$ cat src/rtl/seg_display_ctrl_pkg.sv
// Shared definitions for the seven-segment display controller: register map,
// CTRL bit positions, segment patterns and the FSM/mode encodings.
package seg_display_ctrl_pkg;

  localparam logic [1:0] SEG_DATA = 2'd0;
  localparam logic [1:0] SEG_CTRL = 2'd1;

  localparam int CTRL_MODE_BIT  = 0;
  localparam int CTRL_BLANK_BIT = 1;
  localparam int CTRL_MASK_LSB  = 8;
  localparam int CTRL_MASK_MSB  = 15;

  // Segment order is {a,b,c,d,e,f,g,dp}; dp is never driven.
  localparam logic [7:0] SEG_DASH = 8'b0000_0010;
  localparam logic [7:0] SEG_OFF  = 8'b0000_0000;

  typedef enum logic {
    MODE_HEX = 1'b0,
    MODE_DEC = 1'b1
  } disp_mode_e;

  typedef enum logic {
    CONV_IDLE = 1'b0,
    CONV_RUN  = 1'b1
  } conv_state_e;

  function automatic logic [7:0] hex_seg(input logic [3:0] nib);
    logic [7:0] pat;
    case (nib)
      4'h0: pat = 8'b1111_1100;
      4'h1: pat = 8'b0110_0000;
      4'h2: pat = 8'b1101_1010;
      4'h3: pat = 8'b1111_0010;
      4'h4: pat = 8'b0110_0110;
      4'h5: pat = 8'b1011_0110;
      4'h6: pat = 8'b1011_1110;
      4'h7: pat = 8'b1110_0000;
      4'h8: pat = 8'b1111_1110;
      4'h9: pat = 8'b1111_0110;
      4'hA: pat = 8'b1110_1110;
      4'hB: pat = 8'b0011_1110;
      4'hC: pat = 8'b1001_1100;
      4'hD: pat = 8'b0111_1010;
      4'hE: pat = 8'b1001_1110;
      default: pat = 8'b1000_1110;
    endcase
    return pat;
  endfunction

endpackage

$ cat src/rtl/seg_display_ctrl_if.sv
// Write-only register bus from the memory/IO address decoder into the
// seven-segment controller.
interface seg_display_ctrl_if;
  logic        seg_ctrl;
  logic [1:0]  addr;
  logic [31:0] wdata;

  modport master (output seg_ctrl, addr, wdata);
  modport slave  (input  seg_ctrl, addr, wdata);
endinterface

$ cat src/rtl/seg_display_ctrl_bin2bcd_seq.sv
// Sequential double-dabble binary-to-BCD converter: 32 iterations, one per
// clock, restartable by start_i and cancellable by abort_i.
module bin2bcd_seq
  import seg_display_ctrl_pkg::*;
(
  input  logic        clk,
  input  logic        rst_n,
  input  logic        start_i,
  input  logic        abort_i,
  input  logic [31:0] value_i,
  output logic        busy_o,
  output logic        done_o,
  output logic [39:0] bcd_o
);

  conv_state_e state_q;
  logic [4:0]  iter_q;
  logic [31:0] bin_q;
  logic [39:0] bcd_q;

  logic [39:0] bcd_adj;
  logic [71:0] shifted_d;
  logic        last_iter;

  genvar gi;
  generate
    for (gi = 0; gi < 10; gi++) begin : g_adj
      assign bcd_adj[gi*4 +: 4] = (bcd_q[gi*4 +: 4] >= 4'd5) ?
                                  bcd_q[gi*4 +: 4] + 4'd3 : bcd_q[gi*4 +: 4];
    end
  endgenerate

  assign shifted_d = {bcd_adj, bin_q} << 1;
  assign last_iter = (iter_q == 5'd31);

  always_ff @(posedge clk or negedge rst_n) begin
    if (!rst_n) begin
      state_q <= CONV_IDLE;
      iter_q  <= '0;
      bin_q   <= '0;
      bcd_q   <= '0;
    end else if (start_i) begin
      // A start always wins, including over a conversion already running.
      state_q <= CONV_RUN;
      iter_q  <= '0;
      bin_q   <= value_i;
      bcd_q   <= '0;
    end else if (abort_i) begin
      state_q <= CONV_IDLE;
    end else if (state_q == CONV_RUN) begin
      bin_q  <= shifted_d[31:0];
      bcd_q  <= shifted_d[71:32];
      iter_q <= iter_q + 5'd1;
      if (last_iter) begin
        state_q <= CONV_IDLE;
      end
    end
  end

  assign busy_o = (state_q == CONV_RUN);
  assign done_o = (state_q == CONV_RUN) && last_iter && !start_i && !abort_i;
  // Valid while done_o is high: the result of the final iteration.
  assign bcd_o  = shifted_d[71:32];

endmodule

$ cat src/rtl/seg_display_ctrl.sv
// Memory-mapped 8-digit seven-segment controller: DATA/CTRL registers, optional
// decimal conversion, and time-multiplexed digit scanning with registered pins.
module seg_display_ctrl
  import seg_display_ctrl_pkg::*;
#(
  parameter int SCAN_DIV = 100000,
  parameter int CNT_W    = 17
) (
  input  logic                 clk,
  input  logic                 rst_n,
  seg_display_ctrl_if.slave    bus,
  output logic [7:0]           seg_en,
  output logic [7:0]           seg_out,
  output logic                 conv_busy
);

  logic [31:0] data_q;
  disp_mode_e  mode_q;
  logic        blank_q;
  logic [7:0]  mask_q;
  logic [31:0] buf_q;
  logic        ovf_q;
  logic [CNT_W-1:0] cnt_q;
  logic [2:0]  digit_q;
  logic [7:0]  seg_en_q;
  logic [7:0]  seg_out_q;

  logic        wr_data, wr_ctrl;
  disp_mode_e  new_mode;
  logic        conv_start, conv_abort, conv_done;
  logic [31:0] conv_value;
  logic [39:0] conv_bcd;

  assign wr_data    = bus.seg_ctrl && (bus.addr == SEG_DATA);
  assign wr_ctrl    = bus.seg_ctrl && (bus.addr == SEG_CTRL);
  assign new_mode   = disp_mode_e'(bus.wdata[CTRL_MODE_BIT]);
  assign conv_start = (wr_data && mode_q == MODE_DEC) ||
                      (wr_ctrl && new_mode == MODE_DEC && mode_q == MODE_HEX);
  assign conv_abort = wr_ctrl && new_mode == MODE_HEX && mode_q == MODE_DEC;
  // A DATA write converts the value being written, not the stale register.
  assign conv_value = wr_data ? bus.wdata : data_q;

  bin2bcd_seq u_bin2bcd (
    .clk     (clk),
    .rst_n   (rst_n),
    .start_i (conv_start),
    .abort_i (conv_abort),
    .value_i (conv_value),
    .busy_o  (conv_busy),
    .done_o  (conv_done),
    .bcd_o   (conv_bcd)
  );

  always_ff @(posedge clk or negedge rst_n) begin
    if (!rst_n) begin
      data_q  <= '0;
      mode_q  <= MODE_HEX;
      blank_q <= 1'b0;
      mask_q  <= 8'hFF;
      buf_q   <= '0;
      ovf_q   <= 1'b0;
    end else begin
      if (wr_data) begin
        data_q <= bus.wdata;
      end
      if (wr_ctrl) begin
        mode_q  <= new_mode;
        blank_q <= bus.wdata[CTRL_BLANK_BIT];
        mask_q  <= bus.wdata[CTRL_MASK_MSB:CTRL_MASK_LSB];
      end
      // Decimal mode only touches the buffer on completion, so partial
      // conversions never reach the pins.
      if (mode_q == MODE_HEX) begin
        buf_q <= data_q;
        ovf_q <= 1'b0;
      end else if (conv_done) begin
        buf_q <= conv_bcd[31:0];
        ovf_q <= |conv_bcd[39:32];
      end
    end
  end

  // upper_zero[i]: digit i and every digit above it are zero.
  logic [7:0] upper_zero;
  genvar gi;
  generate
    for (gi = 0; gi < 8; gi++) begin : g_zero
      assign upper_zero[gi] = ~|buf_q[31:4*gi];
    end
  endgenerate

  logic [3:0] slot_nib;
  logic       slot_suppress, slot_lit;
  logic [7:0] slot_pat, slot_en, slot_seg;

  always_comb begin
    slot_nib      = buf_q[{digit_q, 2'b00} +: 4];
    slot_suppress = (mode_q == MODE_DEC) && !ovf_q && (digit_q != 3'd0) &&
                    upper_zero[digit_q];
    slot_lit      = !blank_q && mask_q[digit_q] && !slot_suppress;
    slot_pat      = ((mode_q == MODE_DEC) && ovf_q) ? SEG_DASH : hex_seg(slot_nib);
    slot_en       = slot_lit ? (8'h01 << digit_q) : SEG_OFF;
    slot_seg      = slot_lit ? slot_pat : SEG_OFF;
  end

  // Enables and segments are latched on the same wrap edge to avoid ghosting.
  always_ff @(posedge clk or negedge rst_n) begin
    if (!rst_n) begin
      cnt_q     <= '0;
      digit_q   <= '0;
      seg_en_q  <= SEG_OFF;
      seg_out_q <= SEG_OFF;
    end else if (cnt_q == CNT_W'(SCAN_DIV - 1)) begin
      cnt_q     <= '0;
      digit_q   <= digit_q + 3'd1;
      seg_en_q  <= slot_en;
      seg_out_q <= slot_seg;
    end else begin
      cnt_q <= cnt_q + CNT_W'(1);
    end
  end

  assign seg_en  = seg_en_q;
  assign seg_out = seg_out_q;

endmodule
$ cat src/flat_wrapper.sv
// flat-port wrapper written by rule: the top's interface ports become plain ports
module seg_display_ctrl_flat import seg_display_ctrl_pkg::*;
#(
  parameter int SCAN_DIV = 100000,
  parameter int CNT_W    = 17
)
  (clk, rst_n, seg_en, seg_out, conv_busy, bus_seg_ctrl, bus_addr, bus_wdata);
  seg_display_ctrl_if bus_i ();
  input  logic clk;
  input  logic rst_n;
  output logic [7:0] seg_en;
  output logic [7:0] seg_out;
  output logic conv_busy;
  input wire logic [$bits(bus_i.seg_ctrl)-1:0] bus_seg_ctrl;
  input wire logic [$bits(bus_i.addr)-1:0] bus_addr;
  input wire logic [$bits(bus_i.wdata)-1:0] bus_wdata;
  assign bus_i.seg_ctrl = bus_seg_ctrl;
  assign bus_i.addr = bus_addr;
  assign bus_i.wdata = bus_wdata;
  seg_display_ctrl #(.SCAN_DIV(SCAN_DIV), .CNT_W(CNT_W)) u_core (.clk(clk), .rst_n(rst_n), .bus(bus_i), .seg_en(seg_en), .seg_out(seg_out), .conv_busy(conv_busy));
endmodule
$ cat config.mk
export PLATFORM = sky130hd
export DESIGN_NAME = seg_display_ctrl_flat
export DESIGN_NICKNAME = d
export VERILOG_FILES = /design/src/rtl/seg_display_ctrl_pkg.sv /design/src/rtl/seg_display_ctrl_if.sv /design/src/rtl/seg_display_ctrl_bin2bcd_seq.sv /design/src/rtl/seg_display_ctrl.sv /design/src/flat_wrapper.sv
export SDC_FILE = /design/constraint.sdc
export NUM_CORES = 1
export LEC_CHECK = 0
export ABC_CLOCK_PERIOD_IN_PS = 6500
export CAP_MARGIN = 20
export CORE_ASPECT_RATIO = 2
export CORE_MARGIN = 5
export CORE_UTILIZATION = 30
export DETAILED_ROUTE_END_ITERATION = 8
export PLACE_DENSITY = 0.57
export SLEW_MARGIN = 10
export SYNTH_ARGS = -nofsm -noshare
export SYNTH_HDL_FRONTEND = slang
export SYNTH_SLANG_ARGS = --single-unit
$ cat constraint.sdc
create_clock -name clk -period 6.5 [get_ports clk]
set_input_delay 0.65 -clock clk [delete_from_list [all_inputs] [get_ports clk]]
set_output_delay 0.65 -clock clk [all_outputs]
set_load 0.01 [all_outputs]
==> impl_metrics.toml <==
[power]
p_sw_mw = 1.63
p_comb_frac = 0.330
p_seq_frac = 0.421
power_density_mw_per_mm2 = 392
vdd_ir_drop_max_uv = 198
p_int_mw = 2.71
p_clk_frac = 0.248
leakagePower_nw = 4.71
p_sw_frac = 0.375
power_mw = 4.33

[synthesis]
netlist_top_cells_area = "dfrtp_1 (47%), nand2_1 (8.0%), mux2_2 (6.8%)"
ys_seq_area_frac = 0.497
netlist_area_mm2 = 0.00949
syn_inst = 973
yosys_register_bits = 188
synth_edf_count = 0
synth_top_area_frac = 0.474
async_reset_ff_frac = 1.00
synth_nets = 1045
synth_top_area_cell = "dfrtp_1"
synth_cell_types = 53
synth-main-ff-cell = "dfrtp_1"
synth.avg_cell_area_um2 = 9.76
ys_warn_count = 0

[clock_tree]
cts-root-buf = "clkbuf_16"
worstSkewPairLatency_ns = 0.45
clock_sinks = 188
htreeDepth = 4
cts_buffer_depth = 2
postCtsSetupBuffers = 0
clkTransAtPathRegs_ns = 0.08
hold_buffers = 0
cts_resized = 0
cts-buffers-inserted = 17
cts_tree = "yes"

[sta]
rsz0062_at_grt = "no"
fin_crit_ns = 3.46
post-route-period-util = 0.532
finalSetupTns_ns = 0
final_hold_viol_count = 0
fmax_mhz = 289
maxSlewViolCount = 0
worst_pin_slew_ns = 1.03
slew_headroom = 0.312
finClkSkew_ns = 0.0143
setup_viol = 0
setup_ws_ns = 3.04

[route]
drc_errors = 0
ant_nets = 0
met3_length_um = 674
num_vias = 7037
vias_per_cell = 4.91
wl_per_cell_um = 16.3
wirelength_met1_um = 9090
dr.pass1.iters = 5
drt_iter0_markers = 347
maxUsedRoutingLayer = "met4"
wl_met2_um = 12800
routed_wl_um = 23300

[worst_hold_path]
hold_path_class = "in2async"

[setup_path]
reg2reg_depth = 8
slowest_delay_ns = 0.78
cp.depth = 9
criticalPathCategory = "in2reg"
crit_path_end_kind = "flop"
cp.required_ns = 6.84
slowest_stage = "buf_4"
critPathLaunchType = "input pin"
crit_chain = "clkdlybuf4s50_1 -> nand3b_1 -> o21a_2 -> buf_4 -> nand3_1 -> buf_4 -> nand2_1 -> o21ai_0 -> mux2_2"
critPathTopFamily = "buffers and inverters"
crit_fanout = 96
reg2reg_from = "u_core.digit_q[0]"
reg2reg_slack_ns = 3.11
rr_endpoint = "u_core.seg_out[3]"
crit_buf_inv = 3
cp.arrival_ns = 3.79
crit_top_cell = "buf_4"

[global_routing]
antenna_found_initial = 0
grt_pass1_wl_um = 37700
gr-total-overflow = 0
grtUsageTotal = 0.136
grt_pass1_vias = 7088
grt_max_degree = 127

[placed_design]
dpl.hpwl_um = 16400
dpl_worst_slack_ns = 2.57
gp_routability_congestion = 0.786
numPortBuffers = 52

[floorplan]
num_rows = 92
start_util = 0.302
die-height_um = 262
die-area_mm2 = 0.0355
core_mm2 = 0.0314
ioPinCount = 54
die_w_um = 136

[final_layout]
nNetsFinal = 1070
area_growth_syn_to_layout_pct = 16.4
nFillCells = 3216
drive_gt1_frac = 0.131
n_antenna_cell = 0

[outcome]
status = "complete, no violations"

[job]
cap_violations = 0
## how the worst max path moves through the flow
stage / start / endpoint / slack (ns)
floorplan: u_core.digit_q[0] / u_core.seg_out[1] / 4.06
global placement: bus_addr[1] / u_core.buf_q[7] / 2.64
detailed placement: bus_addr[1] / u_core.buf_q[19] / 2.57
CTS: u_core.digit_q[0] / u_core.seg_out[3] / 3.00
global route: u_core.digit_q[0] / u_core.seg_out[3] / 2.78
finish: bus_addr[1] / u_core.buf_q[20] / 3.04
## final cells by class
class	instances	area, µm²	share of cell area
clock buffer	18	439	0.0398
clock inverter	14	168	0.0152
timing repair buffer	61	612	0.0554
multi-input combinational	702	4480	0.405
sequential	188	4720	0.427
tap	423	529	0.0479
inverter	28	105	0.00951
## flip-flops by register name, summed over array words and instances, names as in the netlist
register,count
u_core.blank_q,1
u_core.digit_q,3
u_core.seg_out,7
u_core.u_bin2bcd.busy_o,1
u_core.buf_q,32
u_core.u_bin2bcd.bin_q,32
u_core.mask_q,8
u_core.cnt_q,17
u_core.data_q,32
u_core.seg_en,8
u_core.ovf_q,1
u_core.u_bin2bcd.iter_q,5
u_core.u_bin2bcd.bcd_q,40
u_core.mode_q,1
## cell usage after synthesis, types with 7 or more instances
master    instances
o21ai_0          35
dfstp_2           8
nand2_1         202
a21oi_1          58
a211oi_1         23
mux2_2           57
mux2i_1          12
clkbuf_1         45
nand3_1          18
ha_1             35
xnor2_1          19
dfrtp_1         180
mux4_2            9
nor3b_1          20
nand2b_1         13
nor2_1           83
nor4_1            7
xor2_1            9
inv_1            27
a31oi_1          49
## cells by family after synthesis
group                    after synthesis  share of synthesized area
flip-flops                           188                      0.497
buffers and inverters                 83                     0.0347
AND/OR/NAND/NOR                      374                      0.179
other                                  1                   0.000395
multiplexers                          79                      0.103
XOR/XNOR                              28                     0.0258
AO/OA/AOI/OAI                        185                      0.114
adder cells (fa/ha/maj)               35                     0.0461
## layout by cell type (no fill, tap or decap), drive strengths merged, types with 2 or more instances in the layout
master           n
ha              35
mux2i           13
and3             6
a211oi          23
nor3b           20
nand4b           2
a21oi           58
nor3             3
xnor2           19
nand2b          13
o21a             2
nand4            5
buf              9
nand2          203
dfstp            8
o22ai            3
a31oi           49
or4b             2
clkbuf          19
inv             36
nor2            83
dfrtp          180
a22o             2
nor4             9
clkdlybuf4s50   51
and2             2
mux4             9
clkinv           5
nand3           19
xor2             9
o21ai           43
mux2            57
## through the flow
step | instance area [µm²] | cells | hold slack, ns | util
after global routing | 11000 | 1434 | 0.232 | 0.352
after floorplan | 9490 | 973 | 0.354 | -
after global placement | 10400 | 1401 | 0.450 | 0.331
after CTS | 11000 | 1433 | 0.416 | 0.351
after detailed placement | 10400 | 1401 | 0.456 | 0.331
final | 11000 | 1434 | 0.197 | 0.352
## routing by layer
| layer | global-route usage | vias up |
|---|---|---|
| met5 | 0 | - |
| met4 | 0.0650 | 0 |
| met3 | 0.0242 | 36 |
| met2 | 0.250 | 133 |
| met1 | 0.150 | 3451 |
| li1 | - | 3417 |
## power groups by stage
| stage | combinational (mW) | sequential [mW] | clock, mW |
|---|---|---|---|
| after CTS | 1.46 | 1.82 | 1.11 |
| after floorplan | 1.11 | 1.74 | 0 |
| final | 1.43 | 1.82 | 1.08 |
| after global routing | 1.62 | 1.87 | 1.15 |
| after global placement | 1.41 | 1.83 | 0 |
| after detailed placement | 1.45 | 1.85 | 0 |
Power figures use the tool's default switching activity.
